--- config.mk ---
export PLATFORM = sky130hd
export DESIGN_NAME = cmsdk_eg_reg_arbiter_flat
export DESIGN_NICKNAME = d
export VERILOG_FILES = /design/src/rtl/cmsdk_eg_reg_arbiter_if.sv /design/src/rtl/cmsdk_eg_reg_arbiter.sv /design/src/flat_wrapper.sv
export SDC_FILE = /design/constraint.sdc
export NUM_CORES = 1
export LEC_CHECK = 0
export ABC_AREA = 1
export CAP_MARGIN = 20
export CORE_ASPECT_RATIO = 1.5
export CORE_MARGIN = 5
export CORE_UTILIZATION = 42
export DETAILED_ROUTE_END_ITERATION = 16
export GPL_TIMING_DRIVEN = 1
export PLACE_DENSITY = 0.81
export REMOVE_ABC_BUFFERS = 1
export SLEW_MARGIN = 10
export SYNTH_ARGS = -nofsm -noshare
export SYNTH_HDL_FRONTEND = slang
export SYNTH_SLANG_ARGS = --single-unit
--- constraint.sdc ---
create_clock -name hclk -period 5.1 [get_ports hclk]
set_clock_uncertainty 0.05 [all_clocks]
set_input_delay 1.02 -clock hclk [delete_from_list [all_inputs] [get_ports hclk]]
set_output_delay 1.02 -clock hclk [all_outputs]
set_load 0.03 [all_outputs]
--- src/rtl/cmsdk_eg_reg_arbiter_if.sv ---
`default_nettype none
// +----------------------------------------------------------------------+
// | cmsdk_eg_reg_arbiter_if : two requester ports plus one register port  |
// | Rev 1.0                                                               |
// +----------------------------------------------------------------------+
interface cmsdk_eg_reg_arbiter_if #(
    parameter int ADDRWIDTH = 12
);
    // Requester side
    logic                 req0;
    logic                 req1;
    logic                 write0;
    logic                 write1;
    logic [ADDRWIDTH-1:0] addr0;
    logic [ADDRWIDTH-1:0] addr1;
    logic [3:0]           strobe0;
    logic [3:0]           strobe1;
    logic [31:0]          wdata0;
    logic [31:0]          wdata1;
    logic                 ack0;
    logic                 ack1;
    logic [31:0]          rdata0;
    logic [31:0]          rdata1;
    // Register block side
    logic [ADDRWIDTH-1:0] addr;
    logic                 read_en;
    logic                 write_en;
    logic [3:0]           byte_strobe;
    logic [31:0]          wdata;
    logic [31:0]          rdata;
    logic                 busy;

    modport slave (
        input  req0, req1, write0, write1, addr0, addr1,
               strobe0, strobe1, wdata0, wdata1, rdata,
        output ack0, ack1, rdata0, rdata1, addr, read_en, write_en,
               byte_strobe, wdata, busy
    );

    modport master (
        output req0, req1, write0, write1, addr0, addr1,
               strobe0, strobe1, wdata0, wdata1, rdata,
        input  ack0, ack1, rdata0, rdata1, addr, read_en, write_en,
               byte_strobe, wdata, busy
    );
endinterface
`default_nettype wire

--- src/rtl/cmsdk_eg_reg_arbiter.sv ---
`default_nettype none
// +----------------------------------------------------------------------+
// | cmsdk_eg_reg_arbiter : round-robin arbiter, two requesters sharing    |
// | one example-slave register port. Rev 1.0                              |
// +----------------------------------------------------------------------+
module cmsdk_eg_reg_arbiter #(
    parameter int ADDRWIDTH = 12
) (
    input  wire logic              hclk,
    input  wire logic              hreset,
    cmsdk_eg_reg_arbiter_if.slave  bus
);
    typedef enum logic [1:0] {
        ST_IDLE   = 2'd0,
        ST_ACCESS = 2'd1,
        ST_DONE   = 2'd2
    } state_t;

    state_t               r_state;
    state_t               w_state_nxt;

    logic                 r_prio;
    logic                 r_winner;
    logic                 r_read_en;
    logic                 r_write_en;
    logic                 r_ack0;
    logic                 r_ack1;
    logic                 r_busy;
    logic [ADDRWIDTH-1:0] r_addr;
    logic [3:0]           r_strobe;
    logic [31:0]          r_wdata;
    logic [31:0]          r_rdata0;
    logic [31:0]          r_rdata1;

    logic                 w_any_req;
    logic                 w_win;
    logic                 w_start;
    logic                 w_sel_write;
    logic [ADDRWIDTH-1:0] w_sel_addr;
    logic [3:0]           w_sel_strobe;
    logic [31:0]          w_sel_wdata;

    // Requester 1 wins when alone, or when both ask and the pointer favours it.
    always_comb begin
        w_any_req    = bus.req0 | bus.req1;
        w_win        = bus.req1 & (~bus.req0 | r_prio);
        w_start      = (r_state == ST_IDLE) & w_any_req;
        w_sel_write  = w_win ? bus.write1  : bus.write0;
        w_sel_addr   = w_win ? bus.addr1   : bus.addr0;
        w_sel_strobe = w_win ? bus.strobe1 : bus.strobe0;
        w_sel_wdata  = w_win ? bus.wdata1  : bus.wdata0;
    end

    always_comb begin
        w_state_nxt = r_state;
        case (r_state)
            ST_IDLE:   if (w_any_req) w_state_nxt = ST_ACCESS;
            ST_ACCESS: w_state_nxt = ST_DONE;
            ST_DONE:   w_state_nxt = ST_IDLE;
            default:   w_state_nxt = ST_IDLE;
        endcase
    end

    always_ff @(posedge hclk or posedge hreset) begin
        if (hreset) begin
            r_state <= ST_IDLE;
        end else begin
            r_state <= w_state_nxt;
        end
    end

    always_ff @(posedge hclk or posedge hreset) begin
        if (hreset) begin
            r_prio     <= 1'b0;
            r_winner   <= 1'b0;
            r_read_en  <= 1'b0;
            r_write_en <= 1'b0;
            r_ack0     <= 1'b0;
            r_ack1     <= 1'b0;
            r_busy     <= 1'b0;
            r_addr     <= '0;
            r_strobe   <= 4'h0;
            r_wdata    <= 32'h0;
            r_rdata0   <= 32'h0;
            r_rdata1   <= 32'h0;
        end else begin
            r_read_en  <= 1'b0;
            r_write_en <= 1'b0;
            r_ack0     <= 1'b0;
            r_ack1     <= 1'b0;

            if (w_start) begin
                r_winner   <= w_win;
                r_addr     <= w_sel_addr;
                r_strobe   <= w_sel_strobe;
                r_wdata    <= w_sel_wdata;
                r_read_en  <= ~w_sel_write;
                r_write_en <= w_sel_write;
                r_busy     <= 1'b1;
            end

            if (r_state == ST_ACCESS) begin
                // Read data is only valid during the read strobe; capture it for the winner alone.
                if (r_read_en) begin
                    if (r_winner) begin
                        r_rdata1 <= bus.rdata;
                    end else begin
                        r_rdata0 <= bus.rdata;
                    end
                end
                r_ack0 <= ~r_winner;
                r_ack1 <= r_winner;
            end

            if (r_state == ST_DONE) begin
                r_prio <= ~r_winner;
                r_busy <= 1'b0;
            end
        end
    end

    assign bus.ack0        = r_ack0;
    assign bus.ack1        = r_ack1;
    assign bus.rdata0      = r_rdata0;
    assign bus.rdata1      = r_rdata1;
    assign bus.addr        = r_addr;
    assign bus.read_en     = r_read_en;
    assign bus.write_en    = r_write_en;
    assign bus.byte_strobe = r_strobe;
    assign bus.wdata       = r_wdata;
    assign bus.busy        = r_busy;

endmodule
`default_nettype wire

--- src/flat_wrapper.sv ---
// flat-port wrapper written by rule: the top's interface ports become plain ports
module cmsdk_eg_reg_arbiter_flat 
#(
    parameter int ADDRWIDTH = 12
)
  (hclk, hreset, bus_req0, bus_req1, bus_write0, bus_write1, bus_addr0, bus_addr1, bus_strobe0, bus_strobe1, bus_wdata0, bus_wdata1, bus_rdata, bus_ack0, bus_ack1, bus_rdata0, bus_rdata1, bus_addr, bus_read_en, bus_write_en, bus_byte_strobe, bus_wdata, bus_busy);
  cmsdk_eg_reg_arbiter_if #(.ADDRWIDTH(ADDRWIDTH)) bus_i ();
  input  wire logic hclk;
  input  wire logic hreset;
  input wire logic [$bits(bus_i.req0)-1:0] bus_req0;
  input wire logic [$bits(bus_i.req1)-1:0] bus_req1;
  input wire logic [$bits(bus_i.write0)-1:0] bus_write0;
  input wire logic [$bits(bus_i.write1)-1:0] bus_write1;
  input wire logic [$bits(bus_i.addr0)-1:0] bus_addr0;
  input wire logic [$bits(bus_i.addr1)-1:0] bus_addr1;
  input wire logic [$bits(bus_i.strobe0)-1:0] bus_strobe0;
  input wire logic [$bits(bus_i.strobe1)-1:0] bus_strobe1;
  input wire logic [$bits(bus_i.wdata0)-1:0] bus_wdata0;
  input wire logic [$bits(bus_i.wdata1)-1:0] bus_wdata1;
  input wire logic [$bits(bus_i.rdata)-1:0] bus_rdata;
  output wire logic [$bits(bus_i.ack0)-1:0] bus_ack0;
  output wire logic [$bits(bus_i.ack1)-1:0] bus_ack1;
  output wire logic [$bits(bus_i.rdata0)-1:0] bus_rdata0;
  output wire logic [$bits(bus_i.rdata1)-1:0] bus_rdata1;
  output wire logic [$bits(bus_i.addr)-1:0] bus_addr;
  output wire logic [$bits(bus_i.read_en)-1:0] bus_read_en;
  output wire logic [$bits(bus_i.write_en)-1:0] bus_write_en;
  output wire logic [$bits(bus_i.byte_strobe)-1:0] bus_byte_strobe;
  output wire logic [$bits(bus_i.wdata)-1:0] bus_wdata;
  output wire logic [$bits(bus_i.busy)-1:0] bus_busy;
  assign bus_i.req0 = bus_req0;
  assign bus_i.req1 = bus_req1;
  assign bus_i.write0 = bus_write0;
  assign bus_i.write1 = bus_write1;
  assign bus_i.addr0 = bus_addr0;
  assign bus_i.addr1 = bus_addr1;
  assign bus_i.strobe0 = bus_strobe0;
  assign bus_i.strobe1 = bus_strobe1;
  assign bus_i.wdata0 = bus_wdata0;
  assign bus_i.wdata1 = bus_wdata1;
  assign bus_i.rdata = bus_rdata;
  assign bus_ack0 = bus_i.ack0;
  assign bus_ack1 = bus_i.ack1;
  assign bus_rdata0 = bus_i.rdata0;
  assign bus_rdata1 = bus_i.rdata1;
  assign bus_addr = bus_i.addr;
  assign bus_read_en = bus_i.read_en;
  assign bus_write_en = bus_i.write_en;
  assign bus_byte_strobe = bus_i.byte_strobe;
  assign bus_wdata = bus_i.wdata;
  assign bus_busy = bus_i.busy;
  cmsdk_eg_reg_arbiter #(.ADDRWIDTH(ADDRWIDTH)) u_core (.hclk(hclk), .hreset(hreset), .bus(bus_i));
endmodule
After elaboration in Yosys (flattened, before gate mapping)
Cells that the tools add are included.

operators by class
  mux-type cells = 12
  reduce and logical (&&, ||, !) cells = 4
  bitwise logic cells = 7
  equal/unequal tests = 3

operator list
  kind                  count
  $mux W32              1
  $mux W12              1
  $mux W1               7
  $reduce_and A3 Y1     2
  $mux W4               1
  $pmux W2 S2           1
  $not A1 Y1            3
  $and A1 B1 Y1         2
  $eq A2 B1 Y1 const B  1
  $eq A2 B2 Y1 const B  1
  $logic_not A2 Y1      1
  $mux W2               1
  $ne A2 B1 Y1 const B  1
  $or A1 B1 Y1          2
  $reduce_bool A2 Y1    1

word-level totals
  register bits = 121
  output and inout bits = 117
  word-level logic and storage cells = 39

Depth between registers and ports, before layout
  word-level depth = 6
  gate-level depth with buffers = 7
  depth with buffers taken out = 6

Least setup slack after synthesis
Ideal clock, no wire load.

  kind = input to register
  start point = in bus_req1
  end point = reg u_core.r_wdata[18], in the netlist u_core.bus.wdata[18]
  required time = 4.932 ns
  stages on the path = 7
  path buffers = 3
  data arrival time = 1.719 ns
  path slack = 3.213 ns
  cell sequence = buf_2 > nor2_2 > nor2_4 > buf_6 > buf_6 > nand3_1 > nand2_1

on the way
  word-level cells in the longest chain between the ends = 2
  elaborated cells between the ends (all ways) = 4
  classes of those cells = mux: 1; bitwise: 3

RTL lines
  item                                                  line                                                    source
  start, declared                                       flat_wrapper.sv:11                                      input wire logic [$bits(bus_i.req1)-1:0] bus_req1;
  $and A1 B1 Y1 / $or A1 B1 Y1 (equally long branches)  cmsdk_eg_reg_arbiter.sv:46, cmsdk_eg_reg_arbiter.sv:45
  $mux W32 / $and A1 B1 Y1 (equally long branches)      cmsdk_eg_reg_arbiter.sv:51, cmsdk_eg_reg_arbiter.sv:47
  end signal, assigned                                  cmsdk_eg_reg_arbiter.sv:96                              r_wdata <= w_sel_wdata;
  end, declared                                         cmsdk_eg_reg_arbiter.sv:31                              logic [31:0] r_wdata;

Several ways; a longest one is shown, not always the timed one.
A chain may end at the register's enable or synchronous reset.

Worst setup path after layout
  start point = in bus_req0
  end point = reg u_core.r_write_en, in the netlist u_core.bus.write_en

on the way
  word-level cells in the longest chain between the ends = 5
  elaborated cells between the ends (all ways) = 7
  classes of those cells = mux: 2; bitwise: 5

RTL lines
  item                  line                        source
  start, declared       flat_wrapper.sv:10          input wire logic [$bits(bus_i.req0)-1:0] bus_req0;
  $not A1 Y1            cmsdk_eg_reg_arbiter.sv:46  w_win = bus.req1 & (~bus.req0 | r_prio);
  $or A1 B1 Y1          cmsdk_eg_reg_arbiter.sv:46
  $and A1 B1 Y1         cmsdk_eg_reg_arbiter.sv:46
  $mux W1               cmsdk_eg_reg_arbiter.sv:48  w_sel_write = w_win ? bus.write1 : bus.write0;
  $mux W1 *             cmsdk_eg_reg_arbiter.sv:92  if (w_start) begin
  end signal, assigned  cmsdk_eg_reg_arbiter.sv:98  r_write_en <= w_sel_write;
  end, declared         cmsdk_eg_reg_arbiter.sv:25  logic r_write_en;

Every way passes the cells marked *; elsewhere a longest branch is shown, timed or not.

==> results_dict.tcl <==
set metrics [dict create \
    setup_violations 0 \
    diodes 0 \
    synth_area_per_cell_um2 8.17 \
    cts.sinks 121 \
    p_comb_share_pct 50.4 \
    synth-compound-area-share_pct 7.11 \
    via_per_inst 4.69 \
    rows 51 \
    hold_viol 0 \
    start_kind "input port" \
    dieArea_um2 15700 \
    crit_buf_inv 2 \
    worst-setup-path-type "in2reg" \
    worst_pin_slew_ps 945 \
    yosys.cell_count.top_type "nand2_1" \
    internal-power_w 0.00334 \
    power.switching_w 0.00250 \
    leakage_nw 4.43 \
    max_freq_mhz 350 \
    clkPwrFrac_pct 20.4 \
    synth_area_um2 5580 \
    routed_wl_um 15700 \
    h-tree-depth 4 \
    ys_seq_elements 121 \
    synth.area.mux_share_pct 0 \
    wl_per_cell_um 14.4 \
    antenna_found_initial 0 \
    grt_pass1_wl_um 25600 \
    final_cell_area_um2 8640 \
    grt_usage_pct 20.4 \
    area_growth_pct 54.8 \
    critical-path-max-stage-delay_ps 680 \
    overflow 0 \
    core_area_um2 13000 \
    power.density_nw_per_um2 676 \
    crit_top_cell "nand2_2" \
    place_area_um2 8050 \
    period_needed_ps 2860 \
    drive_gt1_share_pct 6.97 \
    cts_setup_buffers 0 \
    clkTransAtPathRegs_ps 60 \
    required_ps 5300 \
    post-route-util_pct 66.4 \
    fillers 1103 \
    cts_buffers 17 \
    critPathMaxFanout 50 \
    vias 5120 \
    cts_root_buf "clkbuf_16" \
    yosys.area.top_type "dfrtp_1" \
    dr.pass1.iters 4 \
    crit_chain "clkdlybuf4s50_1 -> nand2_2 -> buf_4 -> nand2_2 -> nand2_1 -> a21oi_1" \
    clock_latency_ps 410 \
    initial_core_util_pct 42.9 \
    synth-xor-area-share_pct 0 \
    pin_count 251 \
    postCtsResizedCells 0 \
    maxSlewHeadroom_pct 37.0 \
    synthAdderAreaFrac_pct 0 \
    rsz0062_at_grt "no" \
    netSwitchingFraction_pct 42.8 \
    gp_congestion 0.812 \
    die_w_um 104 \
    yosys_most_used_dff "dfrtp_1" \
    synth_cell_type_count 20 \
    hpwl_um 11300 \
    synth_warnings 0 \
    drv_slew 0 \
    cpMaxStageDelayCell "nand2_2" \
    peakVddDrop_v 0.000254 \
    synth_top_family_by_area "simple AND/OR/NAND/NOR gates" \
    endpoint_kind "flip-flop" \
    arrival_ps 3060 \
    hold_buffers 0 \
    ys_seq_area_share_pct 54.3 \
    synth_top_cell_area_share_pct 54.3 \
    route.detailed.drc 0 \
    grt_pass1_vias 5240 \
    setup-tns-final_ps 0 \
    clockBufferDepth 2 \
    maxCapViolCount 0 \
    netlist_top_cells_count "nand2_1, inv_1, dfrtp_1, nand3_1, o21ai_1" \
    drt_iter0_markers 209 \
    grt_max_degree 77 \
    synthTopCellsByArea "dfrtp_1, nand2_1, inv_1" \
    antenna_left 0 \
    status "complete, no violations" \
    async_flop_share_pct 100 \
    pwr-share-seq_pct 29.2 \
    cts_tree "done" \
    final_nets 1053 \
    port_buffers 250 \
    dieHeight_um 151 \
    hold_path.class "reg2reg" \
    cp_top_family "simple AND/OR/NAND/NOR gates" \
    timing.final.crit_share_pct 56.0 \
    synth_edf_count 0 \
    synthSimpleGateAreaFrac_pct 24.7 \
    postSynthCellCount 683 \
]
flip-flops by register name, indices dropped and copies added (netlist names):
name                    count
u_core.bus.byte_strobe      4
u_core.bus.read_en          1
u_core.bus.rdata0          32
u_core.bus.addr            12
u_core.r_winner             1
u_core.r_prio               1
u_core.bus.wdata           32
u_core.bus.ack1             1
u_core.bus.ack0             1
u_core.bus.rdata1          32
u_core.bus.write_en         1
u_core.bus.busy             1
u_core.r_state              2
power groups by stage:
| stage | Clock, W | Combinational, W | Sequential (W) |
|---|---|---|---|
| finish | 0.00119 | 0.00294 | 0.00170 |
| global route | 0.00126 | 0.00315 | 0.00177 |
| CTS | 0.00121 | 0.00298 | 0.00171 |
| detailed placement | 0 | 0.00297 | 0.00171 |
| global placement | 0 | 0.00293 | 0.00169 |
| floorplan | 0 | 0.000725 | 0.00262 |
tightest hold or removal path: stages, from the launching register on:
cell     delay (ps)
dfrtp_1         340
nand2_1          50
nand2_1          50
metrics by stage:
step / cells / total power [W] / hold slack [ps] / setup slack [ps]
floorplan: 645 / 0.00335 / 451 / 816
global placement: 1059 / 0.00462 / 410 / 1850
global route: 1091 / 0.00618 / 446 / 1990
CTS: 1091 / 0.00590 / 430 / 2270
finish: 1091 / 0.00584 / 422 / 2240
detailed placement: 1059 / 0.00468 / 414 / 1840
cells by family after synthesis:
group | count (synthesis)
AND/OR/NAND/NOR | 322
buffers and inverters | 172
flip-flops | 121
AO/OA/AOI/OAI | 68
path summary, 6_finish.rpt:
check / slack (ps) / startpoint / endpoint / depth (start not counted)
min in group asynchronous: 1120 / hreset / u_core.bus.rdata0[11] / 2
max in group asynchronous: 2930 / hreset / u_core.bus.wdata[27] / 3
hold reg to reg: 420 / u_core.bus.wdata[22] / u_core.bus.wdata[22] / 2
setup reg to reg: 2940 / u_core.r_state[1] / u_core.r_winner / 7
setup / recovery: 2240 / bus_req0 / u_core.bus.write_en / 6
hold / removal: 420 / u_core.bus.wdata[22] / u_core.bus.wdata[22] / 2
area by class of cell:
class / instances / area [µm²] / share of cell area (%)
Inverter: 134 / 505 / 5.85
Sequential cell: 121 / 3030 / 35.0
Timing Repair Buffer: 255 / 2530 / 29.3
Clock buffer: 17 / 425 / 4.92
Multi-Input combinational cell: 390 / 1780 / 20.6
Tap cell: 159 / 199 / 2.30
Clock inverter: 15 / 166 / 1.93
routing by layer:
layer / routed length [µm] / GRT usage (%)
met1: 5840 / 22.0
met2: 8070 / 36.6
met3: 1390 / 7.46
met4: 413 / 7.52
met5: 0 / 0
placed cells by master (no fill, tap or decap):
master / netlist / routed
o21ai_1: 49 / 49
dfrtp_1: 121 / 121
buf_4: 6 / 5
nand3_4: 2 / 2
inv_8: 0 / 1
inv_2: 3 / 3
nor3_1: 2 / 2
clkinv_2: 0 / 2
clkbuf_16: 0 / 17
clkinvlp_4: 0 / 2
inv_6: 0 / 4
nor2_4: 2 / 2
clkdlybuf4s50_1: 0 / 249
nor2_2: 1 / 1
nor2_1: 2 / 2
inv_4: 0 / 1
buf_2: 14 / 1
clkinv_4: 0 / 4
bufinv_16: 0 / 2
nand2_2: 1 / 3
a21oi_1: 1 / 1
nand2_1: 215 / 213
inv_1: 131 / 130
o21ai_2: 15 / 15
nand3_1: 97 / 97
o21ai_0: 3 / 3
Power figures use the tool's default switching activity.
